==> src/rtl/mem_access_unit.sv <==
// MEM-stage load/store unit: req/ack data-memory bus master with load align/extend, store strobes, misalign and timeout flags.
// Stalls the pipeline from the IDLE cycle of an access through BUSY; releases it in the single DONE cycle.
module mem_access_unit #(
  parameter int TIMEOUT = 255,
  parameter int CNT_W   = 8
) (
  input  logic        clk,
  input  logic        rst,
  input  logic [31:0] ALUO_MEM,
  input  logic [31:0] Datao_MEM,
  input  logic        WR_MEM,
  input  logic        mem_r_MEM,
  input  logic [2:0]  u_b_h_w_MEM,
  input  logic        isFlushed,
  output logic        dmem_req,
  output logic        dmem_we,
  output logic [31:0] dmem_addr,
  output logic [31:0] dmem_wdata,
  output logic [3:0]  dmem_wstrb,
  input  logic [31:0] dmem_rdata,
  input  logic        dmem_ack,
  output logic        stall_mem,
  output logic [31:0] load_data,
  output logic        load_valid,
  output logic        exp_ld_misalign,
  output logic        exp_st_misalign,
  output logic        exp_access_fault
);

  typedef enum logic [1:0] {IDLE, BUSY, DONE} state_t;

  state_t           state, state_nxt;
  logic [CNT_W-1:0] cnt, cnt_nxt;
  logic             is_load_q, is_load_nxt;
  logic             req_nxt, we_nxt, lv_nxt, fault_nxt;
  logic [3:0]       wstrb_nxt;
  logic [31:0]      wdata_nxt, ld_nxt;

  logic             access, misalign, is_byte, is_half, is_word;
  logic [3:0]       wstrb_c;
  logic [31:0]      wdata_c, shifted_rdata, ext_c;
  logic [15:0]      half_sel;
  logic [7:0]       byte_sel;

  // Size decode: funct3[1:0] carries the width, funct3[2] selects zero-extension.
  assign is_byte  = (u_b_h_w_MEM[1:0] == 2'b00);
  assign is_half  = (u_b_h_w_MEM[1:0] == 2'b01);
  assign is_word  = ~is_byte & ~is_half;

  assign access   = (WR_MEM | mem_r_MEM) & ~isFlushed;
  assign misalign = (is_half & ALUO_MEM[0]) | (is_word & (ALUO_MEM[1:0] != 2'b00));

  assign exp_ld_misalign = access & misalign & ~WR_MEM;
  assign exp_st_misalign = access & misalign & WR_MEM;
  assign stall_mem       = access & ~misalign & (state != DONE);
  assign dmem_addr       = {ALUO_MEM[31:2], 2'b00};

  always_comb begin
    wstrb_c = 4'b1111;
    wdata_c = Datao_MEM;
    if (is_byte) begin
      wstrb_c = 4'b0001 << ALUO_MEM[1:0];
      wdata_c = {4{Datao_MEM[7:0]}};
    end else if (is_half) begin
      wstrb_c = 4'b0011 << ALUO_MEM[1:0];
      wdata_c = {2{Datao_MEM[15:0]}};
    end
  end

  // Addresses stay stable through BUSY, so the lane select can use them directly at ack time.
  assign shifted_rdata = dmem_rdata >> {ALUO_MEM[1:0], 3'b000};
  assign byte_sel      = shifted_rdata[7:0];
  assign half_sel      = ALUO_MEM[1] ? dmem_rdata[31:16] : dmem_rdata[15:0];

  always_comb begin
    ext_c = dmem_rdata;
    if (is_byte) begin
      ext_c = u_b_h_w_MEM[2] ? {24'h0, byte_sel} : {{24{byte_sel[7]}}, byte_sel};
    end else if (is_half) begin
      ext_c = u_b_h_w_MEM[2] ? {16'h0, half_sel} : {{16{half_sel[15]}}, half_sel};
    end
  end

  always_ff @(posedge clk or posedge rst) begin
    if (rst) begin
      state <= IDLE;
    end else begin
      state <= state_nxt;
    end
  end

  always_comb begin
    state_nxt   = state;
    req_nxt     = dmem_req;
    we_nxt      = dmem_we;
    wstrb_nxt   = dmem_wstrb;
    wdata_nxt   = dmem_wdata;
    ld_nxt      = load_data;
    lv_nxt      = 1'b0;
    fault_nxt   = 1'b0;
    cnt_nxt     = cnt;
    is_load_nxt = is_load_q;
    case (state)
      IDLE: begin
        if (access && !misalign) begin
          req_nxt     = 1'b1;
          we_nxt      = WR_MEM;
          wstrb_nxt   = WR_MEM ? wstrb_c : 4'b0000;
          wdata_nxt   = WR_MEM ? wdata_c : 32'h0;
          is_load_nxt = ~WR_MEM;
          cnt_nxt     = '0;
          state_nxt   = BUSY;
        end
      end
      BUSY: begin
        // An ack landing on the final timeout cycle still completes normally.
        if (dmem_ack) begin
          req_nxt   = 1'b0;
          we_nxt    = 1'b0;
          wstrb_nxt = 4'b0000;
          lv_nxt    = is_load_q;
          if (is_load_q) begin
            ld_nxt = ext_c;
          end
          state_nxt = DONE;
        end else if (cnt == CNT_W'(TIMEOUT - 1)) begin
          req_nxt   = 1'b0;
          we_nxt    = 1'b0;
          wstrb_nxt = 4'b0000;
          fault_nxt = 1'b1;
          state_nxt = DONE;
        end else begin
          cnt_nxt = cnt + 1'b1;
        end
      end
      DONE: begin
        state_nxt = IDLE;
      end
      default: begin
        state_nxt = IDLE;
      end
    endcase
  end

  always_ff @(posedge clk or posedge rst) begin
    if (rst) begin
      dmem_req         <= 1'b0;
      dmem_we          <= 1'b0;
      dmem_wstrb       <= 4'b0000;
      dmem_wdata       <= 32'h0;
      load_data        <= 32'h0;
      load_valid       <= 1'b0;
      exp_access_fault <= 1'b0;
      cnt              <= '0;
      is_load_q        <= 1'b0;
    end else begin
      dmem_req         <= req_nxt;
      dmem_we          <= we_nxt;
      dmem_wstrb       <= wstrb_nxt;
      dmem_wdata       <= wdata_nxt;
      load_data        <= ld_nxt;
      load_valid       <= lv_nxt;
      exp_access_fault <= fault_nxt;
      cnt              <= cnt_nxt;
      is_load_q        <= is_load_nxt;
    end
  end

endmodule

==> config.mk <==
export PLATFORM = sky130hd
export DESIGN_NAME = mem_access_unit
export DESIGN_NICKNAME = d
export VERILOG_FILES = /design/src/rtl/mem_access_unit.sv
export SDC_FILE = /design/constraint.sdc
export NUM_CORES = 1
export LEC_CHECK = 0
export CORE_UTILIZATION = 43
export CTS_CLUSTER_DIAMETER = 50
export DETAILED_ROUTE_END_ITERATION = 16
export PLACE_DENSITY = 0.81
export SYNTH_ARGS = -nofsm -noshare
export SYNTH_HDL_FRONTEND = slang
export SYNTH_SLANG_ARGS = --single-unit
export TNS_END_PERCENT = 10
==> constraint.sdc <==
create_clock -name clk -period 4 [get_ports clk]
set_clock_uncertainty 0.1 [all_clocks]
set_input_delay 1 -clock clk [delete_from_list [all_inputs] [get_ports clk]]
set_output_delay 1 -clock clk [all_outputs]
set_load 0.01 [all_outputs]
==> results of run 1 <==
## Yosys cell counts (all sizes together) (9+ instances only)
master,count
nand3,13
o31ai,17
nand2,83
dfrtp,83
clkbuf,11
buf,54
o21ai,14
o2111ai,9
nor2,36
inv,19
a21oi,26
mux2i,30
## report_power, final
part           internal [µW]  total [µW]  switching [µW]
clock                    388         709             321
combinational            686        1230             549
sequential              1100        1260             161
total                   2180        3210            1030
## sequential cells by signal, summed over array words and instances, names as in the netlist
signal and count:
cnt 8, dmem_req 1, dmem_wdata 32, dmem_we 1, dmem_wstrb 4, exp_access_fault 1
is_load_q 1, load_data 32, load_valid 1, state 2
## final timing paths
check | start | endpoint | cells past startpoint | slack, ps
min | dmem_wdata[4]$_DFFE_PP0P_ | dmem_wdata[4]$_DFFE_PP0P_ | 2 | 370
max reg2reg | state[1]$_DFFE_PP0P_ | load_data[26]$_DFFE_PP0P_ | 5 | 2040
max | ALUO_MEM[0] | exp_ld_misalign | 6 | 390
min in group asynchronous | rst | load_data[7]$_DFFE_PP0P_ | 2 | 950
min reg2reg | dmem_wdata[4]$_DFFE_PP0P_ | dmem_wdata[4]$_DFFE_PP0P_ | 2 | 370
max in group asynchronous | rst | dmem_wstrb[0]$_DFFE_PP0P_ | 3 | 2190
## worst max-delay path: cells and delay by family
kind | cells | cell delay, ps
AOI/OAI and AO/OA | 1 | 230
adders and majority gates | 1 | 220
buffers and inverters | 3 | 760
and+or+nand+nor | 1 | 310
## routing by layer
| metal | up-vias | global-route usage (%) | part of all wire [%] |
|---|---|---|---|
| met5 | - | 0 | 0 |
| met4 | 0 | 11.94 | 3.6 |
| li1 | 1932 | - | - |
| met2 | 142 | 39.35 | 50 |
| met1 | 2037 | 30.86 | 41 |
| met3 | 49 | 3.465 | 5.4 |
## layout make-up
type / count / area (µm²) / area share [%]
multi-input combinational: 322 / 2220 / 34.76
sequential: 83 / 2077 / 32.53
timing repair buffer: 163 / 1610 / 25.22
tap: 136 / 170.2 / 2.665
clock buffer: 11 / 151.4 / 2.371
clock inverter: 5 / 83.83 / 1.313
inverter: 19 / 72.57 / 1.137
## cells in the final DEF (no fill, tap or decap), types with 7 or more instances in the layout
cell	n
o22ai_1	7
mux2i_1	29
clkdlybuf4s50_1	144
a21oi_1	15
nand2_1	83
inv_1	16
o2111ai_1	8
a221o_1	7
o21ai_0	11
nor2_1	35
o31ai_1	17
dfrtp_1	83
a21oi_2	11
nand3_1	12
a22oi_1	8
a22o_1	7
nor3_1	8
clkbuf_8	11
buf_4	12
## kinds of logic (layout without fill, tap and decap cells)
| logic type | count (synthesis) | after routing |
|---|---|---|
| AND/OR/NAND/NOR | 159 | 159 |
| XOR/XNOR | 1 | 1 |
| adder cells (fa/ha/maj) | 6 | 6 |
| multiplexers | 37 | 37 |
| buffers and inverters | 84 | 198 |
| other | 1 | 2 |
| flip-flops | 83 | 83 |
| AO/OA/AOI/OAI | 117 | 117 |
## stage by stage
step | utilization [%] | TNS [ps]
floorplan | - | 0
global placement | 58.22 | -196.1
detailed placement | 58.22 | -349.9
CTS | 60.53 | 0
global route | 60.76 | 0
finish | 60.76 | 0
## timing repair
action	4_1_cts	5_1_grt
endpoints found under the hold margin	0	0
gates resized for setup	3	6
pin swaps	0	1
hold buffers	0	0
endpoints found under the setup margin	3	2
==> key figures, run 1 <==
Synth
  • Async S/R FF share, synth: 100.0%
  • Top post-synthesis cells by area: dfrtp_1, nand2_1, mux2i_1, buf_4, mux4_1
  • Synth Cell Area: 4742 µm²
  • Yosys top cell by area: dfrtp_1
  • Simple logic cell fraction of the synthesized area: between 10 and 15%
  • Most used DFF post-synth: dfrtp_1
  • Largest family of logic cells by synthesized area: compound AO/OA/AOI/OAI gates
  • Register bit total from synthesis: 83
  • Syn Inst Count: between 400 and 500
  • Number of flops mapped to enable cells by yosys: 0
  • Post-synthesis adder-cell area fraction: between 1.5 and 2%
  • Yosys cell types: 57
  • Yosys warning count: 0
  • Post-synthesis mux area share: 10.32%
  • Syn Area/Cell: about 9.7 µm²
  • Register area share after synthesis: between 40% and 50%
  • XOR/XNOR share of the synthesized area: 0.1847%
  • Compound-cell area share of the yosys netlist: 19.16%
  • Top-area cell type share of the netlist area: 43.80%

Setup path
  • Max stage delay cell, worst path: clkdlybuf4s50_1
  • Endpoint kind of the worst setup timing path: output pin
  • Crit-path max FO: 3
  • CP Cell Sequence: clkdlybuf4s50_1 -> inv_1 -> ha_1 -> o21ai_2 -> nor4bb_4 -> dlymetal6s2s_1
  • Max incr delay on CP: roughly 500 ps
  • Worst Path Required: between 2000 and 3000 ps
  • Arrival @ worst endpoint: 2510 ps
  • CP Class: input pin to output pin
  • CP Launch Type: input pin

Pwr
  • Pwr per Cell Area: between 500 and 600 nW/µm²
  • Max VDD drop: approximately 280 µV
  • Total power: 3207 µW
  • Leak Pwr: approximately 0.0028 µW

Die
  • Die outline width: 107.0 µm
  • Die H: 107.0 µm
  • Top-Level Pins: between 200 and 250
  • Initial core utilization: 45.12%
  • Die ar.: roughly 11000 µm²
  • CORE AREA: roughly 11000 µm²
  • Row cnt: 37

Timing
  • Final Cycle Share: approximately nine tenths
  • Final setup violation count: 0
  • Pins Over Slew Limit: 0
  • Final hold slack: between 300 and 400 ps
  • Worst rel slew slack: a little under half
  • Fin crit period: approximately 3600 ps
  • RSZ-0062 raised after global routing: no
  • Setup ws final: 387.7 ps
  • Final Hold Vio Count: 0
  • F_max: 0.2768 GHz
  • Worst Tran Pin Value: a little under 800 ps

Clock network
  • CTS Buffer Depth: 2
  • H-Tree Level Count: 3
  • Clock Sinks: 83
  • CTS Buf Count: 9
  • Clock edge transition at the registers on the reported setup and hold paths: 80 ps
  • Clock root buffer: clkbuf_8
  • CTS tree: done
  • Post-CTS setup buffers: 0
  • Clk Latency, worst-skew pair: approximately 340 ps

Place
  • Inst Count DP: slightly above 700
  • Area after DPL: just over 6000 µm²
  • RePlAce Congestion: 0.8669
  • Pre-CTS setup slack: -170.9 ps
  • HPWL after DPL: around 9.7 mm
  • Port-buffer cells: ~150

Route
  • Antenna-violating nets left: 0
  • Initial DRC count: roughly 190
  • Vias per cell: about 5.6
  • Detailed-route DRC error count: 0
  • Drt pass-1 iters: 4
  • Final WL: ~13 mm
  • Wire per inst: between 15 and 20 µm
  • Total number of vias: approximately 4200

Layout
  • Post-Layout Cell Count: 739
  • # nets final: a little over 700
  • Filler instances: between 800 and 900
  • Antenna cell count: 0
  • Final instance area: ~6400 µm²
  • Share of cells above drive strength 1: between 10% and 20%
  • Synthesis-to-finish area growth: 34.64%

Global route
  • Vias in the first global route: 4217
  • Largest net degree at the start of global routing: 54
  • GRT overflow: 0
  • Initial antenna violation count: 0
  • GRT Util Overall: about a quarter
  • First-pass GRT wire length: around 21 mm

Hold path
  • HP Class: flop to flop

Job
  • MaxCap Viol Count: 0

Run status
  • Outcome: completed
(Power assumes the default switching activity.)
==> run 2: changes to the inputs <==
--- a/config.mk
+++ b/config.mk
@@ -9,6 +9,7 @@
 export CTS_CLUSTER_DIAMETER = 50
 export DETAILED_ROUTE_END_ITERATION = 16
 export PLACE_DENSITY = 0.81
+export SKIP_CTS_REPAIR_TIMING = 1
 export SYNTH_ARGS = -nofsm -noshare
 export SYNTH_HDL_FRONTEND = slang
 export SYNTH_SLANG_ARGS = --single-unit
==> key figures, run 2 (synthesis results as in run 1) <==
Die
  • Die H: 107.0 µm (unchanged)
  • Top-Level Pins: 212 (unchanged)
  • CORE AREA: 10510 µm² (unchanged)
  • Die outline width: 107.0 µm (unchanged)
  • Row cnt: 37 (unchanged)
  • Die ar.: 11450 µm² (unchanged)
  • Initial core utilization: 45.12% (unchanged)

Timing
  • Worst Tran Pin Value: 787.8 ps (was 786.8 ps)
  • Worst rel slew slack: 47.48% (was 47.54%)
  • Final Cycle Share: 97.20% (was 90.31%)
  • Fin crit period: 3888 ps (was 3612 ps)
  • Final setup violation count: 0 (unchanged)
  • RSZ-0062 raised after global routing: no (unchanged)
  • Final hold slack: 371.8 ps (was 371.3 ps)
  • Final Hold Vio Count: 0 (unchanged)
  • Pins Over Slew Limit: 0 (unchanged)
  • F_max: 0.2572 GHz (was 0.2768 GHz)

Layout
  • Share of cells above drive strength 1: 10.61% (unchanged)
  • # nets final: 709 (unchanged)
  • Final instance area: 6374 µm² (was 6385 µm²)
  • Post-Layout Cell Count: 739 (unchanged)
  • Commonest non-fill, non-tap cell in the layout: clkdlybuf4s50_1 (unchanged)
  • Synthesis-to-finish area growth: 34.41% (was 34.64%)
  • Largest registers: dmem_wdata x32, load_data x32, cnt x8 (unchanged)
  • Most frequent cells in the layout: clkdlybuf4s50_1, nand2_1, dfrtp_1 (unchanged)
  • Antenna cell count: 0 (unchanged)

Setup path
  • Endpoint kind of the worst setup timing path: output pin (unchanged)
  • CP Class: input pin to output pin (unchanged)
  • Worst reg2reg path depth: 5 (unchanged)
  • CP top delay family: buffers and inverters (unchanged)
  • CP Cell Sequence: clkdlybuf4s50_1 -> inv_1 -> ha_1 -> o21ai_2 -> nor3b_1 -> clkdlybuf4s50_1 (was clkdlybuf4s50_1 -> inv_1 -> ha_1 -> o21ai_2 -> nor4bb_4 -> dlymetal6s2s_1)
  • CP Launch Type: input pin (unchanged)
  • Crit-path max FO: 3 (unchanged)
  • Reg-to-reg endpoint: is_load_q$_DFFE_PP0P_ (was load_data[26]$_DFFE_PP0P_)
  • Max incr delay on CP: 580 ps (was 500 ps)
  • Buf/Inv on CP: 3 (unchanged)
  • Max stage delay cell, worst path: clkdlybuf4s50_1 (unchanged)
  • Arrival @ worst endpoint: 2790 ps (was 2510 ps)
  • R2r setup slk: 2040 ps (about the same)
  • Worst Path Required: 2900 ps (about the same)
  • R2R Path Start: state[1]$_DFFE_PP0P_ (unchanged)
  • Crit-path most repeated cell: clkdlybuf4s50_1

Route
  • Vias per cell: 5.616 (was 5.629)
  • Antenna-violating nets left: 0 (unchanged)
  • Initial DRC count: 217 (was 189)
  • Final WL: 13.35 mm (was 13.32 mm)
  • Total number of vias: 4150 (was 4160)
  • Detailed-route DRC error count: 0 (unchanged)
  • Drt pass-1 iters: 4 (unchanged)
  • Wire per inst: 18.06 µm (was 18.02 µm)

Clock network
  • CTS Buffer Depth: 2 (unchanged)
  • H-Tree Level Count: 3 (unchanged)
  • Clock edge transition at the registers on the reported setup and hold paths: 80 ps (about the same)
  • CTS Buf Count: 9 (unchanged)
  • Clock root buffer: clkbuf_8 (unchanged)
  • CTS tree: done (unchanged)
  • Clk Latency, worst-skew pair: 350 ps (was 340 ps)
  • Clock Sinks: 83 (unchanged)

Hold path
  • Hold path endpoint: dmem_wdata[3]$_DFFE_PP0P_ (was dmem_wdata[4]$_DFFE_PP0P_)
  • HP Class: flop to flop (unchanged)
  • Hold Path Stages: 2 (unchanged)
  • Hold path startpoint: dmem_wdata[3]$_DFFE_PP0P_ (was dmem_wdata[4]$_DFFE_PP0P_)

Place
  • HPWL after DPL: 9.728 mm (unchanged)
  • RePlAce Congestion: 0.8669 (unchanged)
  • Area after DPL: 6118 µm² (unchanged)
  • Port-buffer cells: 149 (unchanged)
  • Inst Count DP: 723 (unchanged)

Global route
  • Vias in the first global route: 4213 (was 4217)
  • Initial antenna violation count: 0 (unchanged)
  • GRT Util Overall: 23.94% (was 23.95%)
  • Largest net degree at the start of global routing: 54 (unchanged)
  • GRT overflow: 0 (unchanged)
  • First-pass GRT wire length: 21.31 mm (was 21.32 mm)

Run status
  • Outcome: completed (unchanged)

Pwr
  • Pwr per Cell Area: 502.7 nW/µm² (was 502.3 nW/µm²)
  • Total power: 3204 µW (was 3207 µW)
  • Leak Pwr: 0.002806 µW (was 0.002830 µW)
  • Max VDD drop: 278.1 µV (was 279.6 µV)

Job
  • MaxCap Viol Count: 0 (unchanged)
[run 2: layout make-up]
cell class                      instances  area (µm²)
Clock buffer                           11       151.4
Multi-Input combinational cell        322        2211
Clock inverter                          5       83.83
Tap cell                              136       170.2
Timing Repair Buffer                  163        1608
Sequential cell                        83        2077
Inverter                               19       72.57
Fill cell                             879        4135
[run 2: where the power goes]
part | internal [µW] | leakage [µW] | switching (µW)
clock network | 388 | 0.000112 | 321
registers | 1100 | 0.00104 | 159
logic | 686 | 0.00165 | 548
total | 2180 | 0.00281 | 1030
[run 2: worst register-to-register path, stage by stage (launching register included)]
cell and delay (ps):
dfrtp_1 440, nor2_1 250, o2111a_1 750, buf_4 240, nor2_1 40, nor2_1 90
[run 2: worst max-delay path by stage]
| stage | start | to | slack [ps] | cells after the start |
|---|---|---|---|---|
| after CTS | ALUO_MEM[0] | exp_ld_misalign | -180 | 6 |
| final | ALUO_MEM[0] | exp_st_misalign | 110 | 6 |
| after floorplan | ALUO_MEM[1] | stall_mem | 640 | 5 |
| after global placement | ALUO_MEM[0] | exp_ld_misalign | -140 | 6 |
| after detailed placement | ALUO_MEM[0] | exp_ld_misalign | -170 | 6 |
| after global routing | ALUO_MEM[0] | exp_st_misalign | 20 | 6 |
[run 2: layer usage]
layer / track usage (%) / up-vias / wire length (µm)
li1: - / 1930 / -
met1: 30.78 / 2033 / 5523
met2: 39.40 / 134 / 6628
met3: 3.465 / 53 / 700
met4: 11.94 / 0 / 496
met5: 0 / - / 0
[run 2: through the flow]
stage / TNS (ps) / setup WS, ps / utilization, %
CTS: -376.1 / -181.0 / 60.46
finish: 0 / 112.0 / 60.65
global route: 0 / 21.18 / 60.65
detailed placement: -349.9 / -170.9 / 58.22
floorplan: 0 / 640.2 / -
global placement: -196.1 / -135.5 / 58.22
